--- src/rtl/mem_wb_if.sv ---
// mem_wb_if: MEM-stage slot inputs and registered writeback outputs
interface mem_wb_if #(
  parameter int DATA_W = 32,
  parameter int REG_AW = 5,
  parameter int CNT_W  = 16
);
  logic              in_valid;
  logic              stall;
  logic              flush;
  logic [DATA_W-1:0] mem_data;
  logic [DATA_W-1:0] alu_res;
  logic [DATA_W-1:0] pc_plus8;
  logic [1:0]        wdata_src;
  logic [1:0]        ld_size;
  logic              ld_unsigned;
  logic              reg_we;
  logic [REG_AW-1:0] reg_waddr;
  logic              wb_valid;
  logic              wb_we;
  logic [REG_AW-1:0] wb_waddr;
  logic [DATA_W-1:0] wb_data;
  logic [CNT_W-1:0]  retire_cnt;
  modport master (
    output in_valid, stall, flush, mem_data, alu_res, pc_plus8,
           wdata_src, ld_size, ld_unsigned, reg_we, reg_waddr,
    input  wb_valid, wb_we, wb_waddr, wb_data, retire_cnt
  );
  modport slave (
    input  in_valid, stall, flush, mem_data, alu_res, pc_plus8,
           wdata_src, ld_size, ld_unsigned, reg_we, reg_waddr,
    output wb_valid, wb_we, wb_waddr, wb_data, retire_cnt
  );
endinterface

--- src/rtl/mem_wb_stage.sv ---
// mem_wb_stage: MEM/WB pipeline register with load alignment and retire counter
module mem_wb_stage #(
  parameter int DATA_W = 32,
  parameter int REG_AW = 5,
  parameter int CNT_W  = 16
) (
  input logic      clk,
  input logic      rst,
  mem_wb_if.slave  bus
);
  logic [7:0]        w_byte;
  logic [15:0]       w_half;
  logic [DATA_W-1:0] w_load;
  logic [DATA_W-1:0] w_data;
  logic              w_adv;
  logic              r_valid;
  logic              r_we;
  logic [REG_AW-1:0] r_waddr;
  logic [DATA_W-1:0] r_data;
  logic [CNT_W-1:0]  r_cnt;
  // pick the addressed byte/half, extend it, then choose the writeback source
  always_comb begin
    w_byte = bus.mem_data[{bus.alu_res[1:0], 3'b000} +: 8];
    w_half = bus.mem_data[{bus.alu_res[1], 4'b0000} +: 16];
    w_load = bus.ld_size == 2'd0 ? {{(DATA_W-8){~bus.ld_unsigned & w_byte[7]}}, w_byte} :
             bus.ld_size == 2'd1 ? {{(DATA_W-16){~bus.ld_unsigned & w_half[15]}}, w_half} :
             bus.mem_data;
    w_data = bus.wdata_src == 2'd0 ? bus.alu_res :
             bus.wdata_src == 2'd1 ? w_load :
             bus.wdata_src == 2'd2 ? bus.pc_plus8 : '0;
    w_adv  = ~bus.stall | bus.flush;
  end
  // slot advances unless stalled; flush bubbles the slot but the leaving instruction still retires
  always_ff @(posedge clk or posedge rst) begin
    if (rst) begin
      r_valid <= 1'b0;
      r_we    <= 1'b0;
      r_waddr <= '0;
      r_data  <= '0;
      r_cnt   <= '0;
    end else begin
      if (w_adv) begin
        r_valid <= ~bus.flush & bus.in_valid;
        r_we    <= ~bus.flush & bus.in_valid & bus.reg_we & (|bus.reg_waddr);
        r_waddr <= bus.reg_waddr;
        r_data  <= w_data;
      end
      if (r_valid & w_adv) r_cnt <= r_cnt + CNT_W'(1);
    end
  end
  assign bus.wb_valid   = r_valid;
  assign bus.wb_we      = r_we;
  assign bus.wb_waddr   = r_waddr;
  assign bus.wb_data    = r_data;
  assign bus.retire_cnt = r_cnt;
endmodule

--- src/flat_wrapper.sv ---
// flat-port wrapper written by rule: the top's interface ports become plain ports
module mem_wb_stage_flat 
#(
  parameter int DATA_W = 32,
  parameter int REG_AW = 5,
  parameter int CNT_W  = 16
)
  (clk, rst, bus_in_valid, bus_stall, bus_flush, bus_mem_data, bus_alu_res, bus_pc_plus8, bus_wdata_src, bus_ld_size, bus_ld_unsigned, bus_reg_we, bus_reg_waddr, bus_wb_valid, bus_wb_we, bus_wb_waddr, bus_wb_data, bus_retire_cnt);
  mem_wb_if #(.DATA_W(DATA_W), .REG_AW(REG_AW), .CNT_W(CNT_W)) bus_i ();
  input logic clk;
  input logic rst;
  input wire logic [$bits(bus_i.in_valid)-1:0] bus_in_valid;
  input wire logic [$bits(bus_i.stall)-1:0] bus_stall;
  input wire logic [$bits(bus_i.flush)-1:0] bus_flush;
  input wire logic [$bits(bus_i.mem_data)-1:0] bus_mem_data;
  input wire logic [$bits(bus_i.alu_res)-1:0] bus_alu_res;
  input wire logic [$bits(bus_i.pc_plus8)-1:0] bus_pc_plus8;
  input wire logic [$bits(bus_i.wdata_src)-1:0] bus_wdata_src;
  input wire logic [$bits(bus_i.ld_size)-1:0] bus_ld_size;
  input wire logic [$bits(bus_i.ld_unsigned)-1:0] bus_ld_unsigned;
  input wire logic [$bits(bus_i.reg_we)-1:0] bus_reg_we;
  input wire logic [$bits(bus_i.reg_waddr)-1:0] bus_reg_waddr;
  output wire logic [$bits(bus_i.wb_valid)-1:0] bus_wb_valid;
  output wire logic [$bits(bus_i.wb_we)-1:0] bus_wb_we;
  output wire logic [$bits(bus_i.wb_waddr)-1:0] bus_wb_waddr;
  output wire logic [$bits(bus_i.wb_data)-1:0] bus_wb_data;
  output wire logic [$bits(bus_i.retire_cnt)-1:0] bus_retire_cnt;
  assign bus_i.in_valid = bus_in_valid;
  assign bus_i.stall = bus_stall;
  assign bus_i.flush = bus_flush;
  assign bus_i.mem_data = bus_mem_data;
  assign bus_i.alu_res = bus_alu_res;
  assign bus_i.pc_plus8 = bus_pc_plus8;
  assign bus_i.wdata_src = bus_wdata_src;
  assign bus_i.ld_size = bus_ld_size;
  assign bus_i.ld_unsigned = bus_ld_unsigned;
  assign bus_i.reg_we = bus_reg_we;
  assign bus_i.reg_waddr = bus_reg_waddr;
  assign bus_wb_valid = bus_i.wb_valid;
  assign bus_wb_we = bus_i.wb_we;
  assign bus_wb_waddr = bus_i.wb_waddr;
  assign bus_wb_data = bus_i.wb_data;
  assign bus_retire_cnt = bus_i.retire_cnt;
  mem_wb_stage #(.DATA_W(DATA_W), .REG_AW(REG_AW), .CNT_W(CNT_W)) u_core (.clk(clk), .rst(rst), .bus(bus_i));
endmodule
--- config.mk ---
export PLATFORM = sky130hd
export DESIGN_NAME = mem_wb_stage_flat
export DESIGN_NICKNAME = d
export VERILOG_FILES = /design/src/rtl/mem_wb_if.sv /design/src/rtl/mem_wb_stage.sv /design/src/flat_wrapper.sv
export SDC_FILE = /design/constraint.sdc
export NUM_CORES = 1
export LEC_CHECK = 0
export BUFFER_PORTS_ARGS = -buffer_cell sky130_fd_sc_hd__buf_2
export CAP_MARGIN = 20
export CORE_UTILIZATION = 47
export DETAILED_ROUTE_END_ITERATION = 7
export PLACE_DENSITY = 0.81
export RECOVER_POWER = 25
export SYNTH_ARGS = -nofsm -noshare
export SYNTH_HDL_FRONTEND = slang
export SYNTH_SLANG_ARGS = --single-unit
--- constraint.sdc ---
create_clock -name clk -period 1.8 [get_ports clk]
set_input_delay 0.18 -clock clk [delete_from_list [all_inputs] [get_ports clk]]
set_output_delay 0.18 -clock clk [all_outputs]
set_load 0.1 [all_outputs]
; After elaboration in Yosys (flattened, before gate mapping)
; Cells that the tools add are included.
[totals]
out_inout_bits = 55
inputBits = 112
wordCells = 29
regBits = 55
[op_classes]
n_mux = 5
bitwise_logic = 10
shift = 2
eq_ne = 3
addsub = 1
reduce_logical = 3
[op_table]
columns = cell, count
row1 = two-way mux 32 bit, 5
row2 = variable part select 32 x 6 -> 16 bit, 1
row3 = variable part select 32 x 6 -> 8 bit, 1
row4 = "adder 16 x 1 -> 16 bit, second input constant", 1
row5 = AND 1 bit, 6
row6 = OR reduction 5 bit, 1
row7 = "== test 2 x 1 -> 1 bit, second input constant", 2
row8 = zero test 2 bit, 2
row9 = NOT 1 bit, 3
row10 = "== test 2 bit, second input constant", 1
row11 = bitwise OR 1 bit, 1

; Logic depth before layout (Yosys ltp)
; Gate-level depths: netlist (run 1).
[logic_depth]
ltp_word = 6
mapped_depth = 7
ltp_nobuf = 4

; Worst setup path before layout (run 1)
; No wires, ideal clock.
[synth_timing]
path_type = flip-flop to flip-flop
startpoint = register u_core.r_cnt[3] (netlist: u_core.bus.retire_cnt[3])
endpoint = register u_core.r_cnt[15] (netlist: u_core.bus.retire_cnt[15])
n_path_buf = 0
stages_incl_launch_ff = 5
synth_period_minus_slack_ns = 1.993
setup_time_ns = 0.161
required_ns = 1.639
arrival_time_ns = 1.832
path_slack_ns = -0.193
path_cell_list = dfrtp_1 -> and4_1 -> nand3_1 -> nor4_1 -> xor2_1
[synth_via]
elab_chain_len = 1
[synth_lines]
columns = item, line
row1 = from (decl), mem_wb_stage.sv:20  ; logic [CNT_W-1:0] r_cnt;
row2 = from (signal assigned), mem_wb_stage.sv:48  ; if (r_valid & w_adv) r_cnt <= r_cnt + CNT_W'(1);
row3 = adder 16 x 1 -> 16 bit, mem_wb_stage.sv:48
; Every way passes these cells.
; A chain may end at the register's enable or synchronous reset.

; Worst setup path after layout (run 1)
[layout_timing]
startpoint = input bus_flush
endpoint = register u_core.r_data[30] (netlist: u_core.bus.wb_data[30])
[layout_via]
elab_chain_len = 1
[layout_lines]
columns = item, line
row1 = from (decl), flat_wrapper.sv:14  ; input wire logic [$bits(bus_i.flush)-1:0] bus_flush;
row2 = bitwise OR 1 bit, mem_wb_stage.sv:31  ; w_adv = ~bus.stall | bus.flush;
row3 = to (signal assigned), mem_wb_stage.sv:46  ; r_data <= w_data;
row4 = to (decl), mem_wb_stage.sv:19  ; logic [DATA_W-1:0] r_data;
; Every way passes these cells.

==> run metrics, run 1 <==
ant diodes 0; xor/xnor cell area share of the yosys netlist 0.0368; Register Area about 1400 sq um; antenna viol nets, final 0; area share of the largest cell type after synthesis 0.386; Slew HR 0.348; Via density approximately 5.7; Clock Skew approximately 0.010 ns; num rows 31; Non-Filler Instances between 600 and 700; number of global-route vias before repair 3531; Max Cap Viol 0; leakage power between 2 and 2.5 nW; critical path arrival between 1.5 and 2 ns; total vias in the final route approximately 3700; Adder-Cell Fraction of Synth Area 0.00351; DRC 0; post-route setup TNS 0 ns; dpl hpwl around 8.6 mm; EDFF count, synth 0; clock buffer count from CTS 5; Commonest cells post-synth dfrtp_1, a21oi_1, nand2_1, o22ai_1, nor2_1; post-DR wirelength/cell around 17 um; Distinct cells, synth 49; highest-delay cell along the critical path clkbuf_2; Setup CP Type in2reg; Area Growth Syn to Fin 29.2%; Flop pwr share 0.359; Yosys Warn Count 0; pwr/cell area 920 nW/um^2; first-pass GRT wire length 16.8 mm; Post-Place Worst Slack 0.127 ns; mux contribution to synthesized area 0.138; Overflow after GRT 0; worst hold slack 0.0633 ns; total I/O pin count 167; CTS tree yes; CP max FO 38; CTS Hold Buffers Added 1; fillers 670; crit end category register; Seq/Total Area, Yosys 0.386; Final setup viols 0; worst setup margin 0.337 ns; Initial Utilization 0.489; CTS max path bufs 2; switching power 2.11 mW; TritonCTS Sinks 55; crit path time final between 1 and 1.5 ns; Worst Hold Class in2reg; final wirelength between 10 and 15 mm; Internal roughly 2.1 mW; Slew Viols, Final 0; PortBufs 166; part of the power in combinational logic 0.469; Setup Buffers After CTS 0; CP Data Required Time roughly 2 ns; clock transition at the registers of the reported paths 0.10 ns; simple logic cell fraction of the synthesized area 0.161; Global Route Usage Sum 0.277; 1st-pass router iterations 4; status completed; Final nets roughly 650; footprint of the multi-input gates 1970 sq um; initial drt markers slightly above 200; Async S/R FF share, synth 1.00; worst vdd ir around 480 uV; largest family of logic cells by synthesized area compound AO/OA/AOI/OAI gates; Tightest Pin Transition a little under 1 ns; fmax approximately 700 MHz; syn nets approximately 490; worst skew pair latency around 0.32 ns; part of the cycle the worst path needs 0.813; #FFs+latches synth 55; Clk network pwr share 0.173; CORE AREA approximately 7300 sq um; CP startpoint kind input port; largest net degree at the start of global routing 39; Mapped Area around 3600 sq um; post_cts resized 0; DIE AREA between 7000 and 8000 sq um; Synth Area in Compound Gates 0.212; Cells after DPL 632; Final Hold Viols 0; gpl congestion 0.933; Net Sw Frac 0.499; Tot Pwr about 4.2 mW; Top FF cell, synth dfrtp_1; Mean Syn Cell Area approximately 9.4 sq um; Die Span Y about 89 um; Post-Synthesis Cells around 380; clock root buffer clkbuf_8; RSZ-0062 raised after global routing no; most frequent cell after synthesis dfrtp_1; Critical Path Most Common Cell a21oi_1; htree depth 2; synth top area cells dfrtp_1, a21oi_1, mux2_2; Die X around 89 um; worst-path cell chain buf_2 -> nand2b_1 -> clkbuf_2 -> o21ai_0 -> a21oi_1 -> a21oi_1; share of cells above drive strength 1 0.421; initial antenna violation count 0; post-synth top area cell dfrtp_1; CP peak stage delay roughly 0.58 ns
==> power by group through the flow <==
stage / Clock, mW / Combinational (mW) / Sequential [mW]
3_5_place_dp: 0 / 1.98 / 1.55
3_3_place_gp: 0 / 1.95 / 1.54
4_1_cts: 0.750 / 1.99 / 1.52
2_1_floorplan: 0 / 0.472 / 2.60
5_1_grt: 0.788 / 2.08 / 1.54
6_report: 0.732 / 1.99 / 1.52
==> cells in the final DEF, fill, tap and decap left out, types with 3 or more instances in the layout <==
cell type  count
buf_2        166
mux2i_1       17
xnor2_1        5
mux2_2        16
inv_1         10
nor2b_1        4
buf_4         17
a41oi_1        5
a221o_1       13
clkbuf_8       5
a21oi_1       39
a31oi_1        8
nand2_1       35
nor3_1         8
nor4_1         5
nand3_1       13
mux4_2         4
nand3b_1       5
nor2_1        20
nand4_1        3
o22ai_1       21
dfrtp_2        9
xor2_1        10
dfrtp_1       46
nand2b_1       4
o21ai_0       17
==> layer usage <==
| layer | global-route usage | routed length, um |
|---|---|---|
| met5 | 0 | 0 |
| met4 | 0.123 | 308 |
| met3 | 0.0388 | 663 |
| met2 | 0.466 | 5330 |
| met1 | 0.356 | 4670 |
==> cells by family after synthesis <==
group,count (synthesis)
XOR/XNOR,15
AND/OR/NAND/NOR,112
AO/OA/AOI/OAI,116
adder cells (fa/ha/maj),1
multiplexers,39
buffers and inverters,41
flip-flops,55
==> path summary, 6_finish.rpt <==
kind	slack, ns	endpoint	cells after the start	startpoint
setup / recovery	0.34	u_core.bus.wb_data[30]$_DFFE_PP0N_	6	bus_flush
hold / removal	0.06	u_core.bus.wb_valid$_DFFE_PP0N_	2	bus_flush
setup reg to reg	0.40	u_core.bus.retire_cnt[15]$_DFFE_PP0P_	4	u_core.bus.retire_cnt[2]$_DFFE_PP0P_
hold reg to reg	0.48	u_core.bus.retire_cnt[15]$_DFFE_PP0P_	1	u_core.bus.retire_cnt[15]$_DFFE_PP0P_
max in group asynchronous	0.47	u_core.bus.wb_data[6]$_DFFE_PP0N_	4	rst
min in group asynchronous	0.63	u_core.bus.retire_cnt[12]$_DFFE_PP0P_	3	rst
==> flip-flops by register name (all words and copies together) (netlist names) <==
register and count:
u_core.bus.wb_data 32, u_core.bus.retire_cnt 16, u_core.bus.wb_waddr 5, u_core.bus.wb_valid 1, u_core.bus.wb_we 1
==> worst max-delay path: cells and delay by family <==
family	cells	cell delay [ns]
compound gates	3	0.55
buf+inv	2	0.69
simple gates	1	0.23
==> layout make-up <==
cell class              count  area share
well taps                  99      0.0269
clock inverters             3     0.00624
clock buffers               5      0.0149
flip-flops and latches     55       0.301
multi-input cells         283       0.427
inverters                  10     0.00815
repair buffers            186       0.216
==> through the flow <==
step,area [sq um],util
after global placement,4510,0.618
after CTS,4610,0.633
after detailed placement,4510,0.618
after global routing,4610,0.632
after floorplan,3580,-
final,4610,0.632
(Power assumes the default switching activity.)
==> run 2, diff against run 1 <==
==> constraint.sdc (replaced) <==
create_clock -name clk -period 1.5 [get_ports clk]
set_input_delay 0.15 -clock clk [delete_from_list [all_inputs] [get_ports clk]]
set_output_delay 0.15 -clock clk [all_outputs]
set_load 0.1 [all_outputs]
==> run metrics, run 2 (synthesis results as in run 1) <==
leakage power 2.30 nW (+1.6%); status completed; antenna viol nets, final 0 (unchanged); worst skew pair latency 0.32 ns (about the same); CP top delay family buffers and inverters; clock buffer count from CTS 5 (unchanged); most common cell after layout, fill and taps aside buf_2; critical path arrival 1.66 ns (about the same); Clk network pwr share 0.172 (about the same); crit path time final between 1 and 1.5 ns; fmax ~710 MHz; PortBufs 166 (unchanged); Via density 5.72 (about the same); part of the power in combinational logic 0.470 (about the same); total I/O pin count 167 (unchanged); CP peak stage delay 0.42 ns (-0.16 ns); Setup CP Type in2reg; switching power 2.54 mW (+20%); final wirelength 10.7 mm (-2.3%); DRC 0 (unchanged); largest net degree at the start of global routing 39 (unchanged); Register Area 1390 sq um (about the same); total vias in the final route 3717 (+1.3%); fin util 0.644 (+0.0122); CORE AREA 7290 sq um (unchanged); Area Growth Syn to Fin 31.7%; Tot Pwr 5.10 mW (+20%); WP buf/inv 3 (+1); Final Hold Viols 0 (unchanged); Clock Skew 0.00315 ns (-0.00716 ns); dpl hpwl 8.30 mm (-3.4%); num rows 31 (unchanged); RSZ-0062 raised after global routing no; Slew HR 0.427 (+0.0794); crit end category register; Flop pwr share 0.358 (about the same); Die Span Y 89.1 um (unchanged); Initial Utilization 0.489 (unchanged); share of cells above drive strength 1 0.434 (+0.0131); Net Sw Frac 0.498 (-0.000766); footprint of the multi-input gates 1980 sq um (+0.57%); Tightest Pin Transition 0.856 ns (-0.121 ns); first-pass GRT wire length 16.7 mm (about the same); Non-Filler Instances 650 (+1.4%); fillers 642 (-4.2%); CTS tree yes; CP startpoint kind input port; Post-Place Worst Slack -0.0960 ns (-0.223 ns); CP max FO 12 (-68%); Worst Hold Class in2reg; CP Data Required Time 1.75 ns (-0.25 ns); initial antenna violation count 0 (unchanged); Die X 89.1 um (unchanged); 1st-pass router iterations 5 (+1); worst-path cell chain clkbuf_2 -> clkbuf_1 -> inv_1 -> a221oi_1 -> o2111ai_1 -> a21oi_1; Internal 2.56 mW (+21%); part of the cycle the worst path needs 0.938; ant diodes 0 (unchanged); Final nets 663 (+1.4%); worst setup margin 0.0931 ns (-0.244 ns); CTS max path bufs 2 (unchanged); Max Cap Viol 0 (unchanged); DIE AREA 7940 sq um (unchanged); post-DR wirelength/cell 16.5 um (-3.6%); Overflow after GRT 0 (unchanged); post-route setup TNS 0 ns (unchanged); gpl congestion 0.927 (-0.68%); max reg flops 32 (unchanged); htree depth 2 (unchanged); clock transition at the registers of the reported paths 0.11 ns (about the same); Cells after DPL 640 (+1.3%); Final setup viols 0 (unchanged); Global Route Usage Sum 0.276 (-0.00142); number of global-route vias before repair 3388 (-4.0%); initial drt markers 205 (+0.99%); TritonCTS Sinks 55 (unchanged); most frequent cells in the layout buf_2, dfrtp_1, a21oi_1; pwr/cell area 1090 nW/um^2 (+18%); Slew Viols, Final 0 (unchanged); highest-delay cell along the critical path clkbuf_1; worst vdd ir 595 uV (+24%); clock root buffer clkbuf_8
run 2: what timing repair did:
item | 4_1_cts | 5_1_grt
hold buffers | 1 | 0
endpoints found under the setup margin | 0 | 2
gates resized for setup | 0 | 1
endpoints found under the hold margin | 23 | 0
buffers inserted | 0 | 1
run 2: worst min-delay path: cells and delay by family:
kind | cells | cell delay [ns]
simple gates | 2 | 0.09
buf+inv | 1 | 0.08
run 2: final timing paths:
kind / depth (start not counted) / startpoint / slack [ns] / to
min: 3 / bus_reg_waddr[2] / 0.03 / u_core.bus.wb_waddr[2]$_DFFE_PP0N_
min reg2reg: 1 / u_core.bus.retire_cnt[15]$_DFFE_PP0P_ / 0.48 / u_core.bus.retire_cnt[15]$_DFFE_PP0P_
max: 6 / bus_ld_size[1] / 0.09 / u_core.bus.wb_data[4]$_DFFE_PP0N_
min in group asynchronous: 3 / rst / 0.41 / u_core.bus.retire_cnt[13]$_DFFE_PP0P_
max in group asynchronous: 4 / rst / 0.52 / u_core.bus.wb_data[6]$_DFFE_PP0N_
max reg2reg: 4 / u_core.bus.retire_cnt[2]$_DFFE_PP0P_ / 0.13 / u_core.bus.retire_cnt[15]$_DFFE_PP0P_
run 2: per-stage QoR:
| stage | hold slack (ns) | cell area, sq um |
|---|---|---|
| 2_1_floorplan | 0.213 | 3590 |
| 3_3_place_gp | 0.211 | 4580 |
| 3_5_place_dp | 0.220 | 4580 |
| 4_1_cts | 0.0148 | 4690 |
| 5_1_grt | 0.0303 | 4700 |
| 6_report | 0.0338 | 4700 |
run 2: area by class of cell:
| class | instances | share of cell area |
|---|---|---|
| Timing Repair Buffer | 195 | 0.228 |
| Sequential cell | 55 | 0.296 |
| Inverter | 10 | 0.00799 |
| Clock inverter | 3 | 0.00586 |
| Tap cell | 99 | 0.0264 |
| Multi-Input combinational cell | 283 | 0.421 |
| Clock buffer | 5 | 0.0147 |
run 2: power groups by stage:
stage,combinational (mW),clock [mW],sequential (mW)
floorplan,0.567,0,3.12
global placement,2.36,0,1.85
detailed placement,2.39,0,1.85
CTS,2.40,0.889,1.83
global route,2.52,0.943,1.85
finish,2.40,0.879,1.83
run 2: layer usage:
layer  track usage  wire (um)  vias up
met5             0          0        -
met4        0.0823        245        0
met3        0.0517        807       25
met2         0.468       5090      176
met1         0.359       4590     1751
li1              -          -     1765
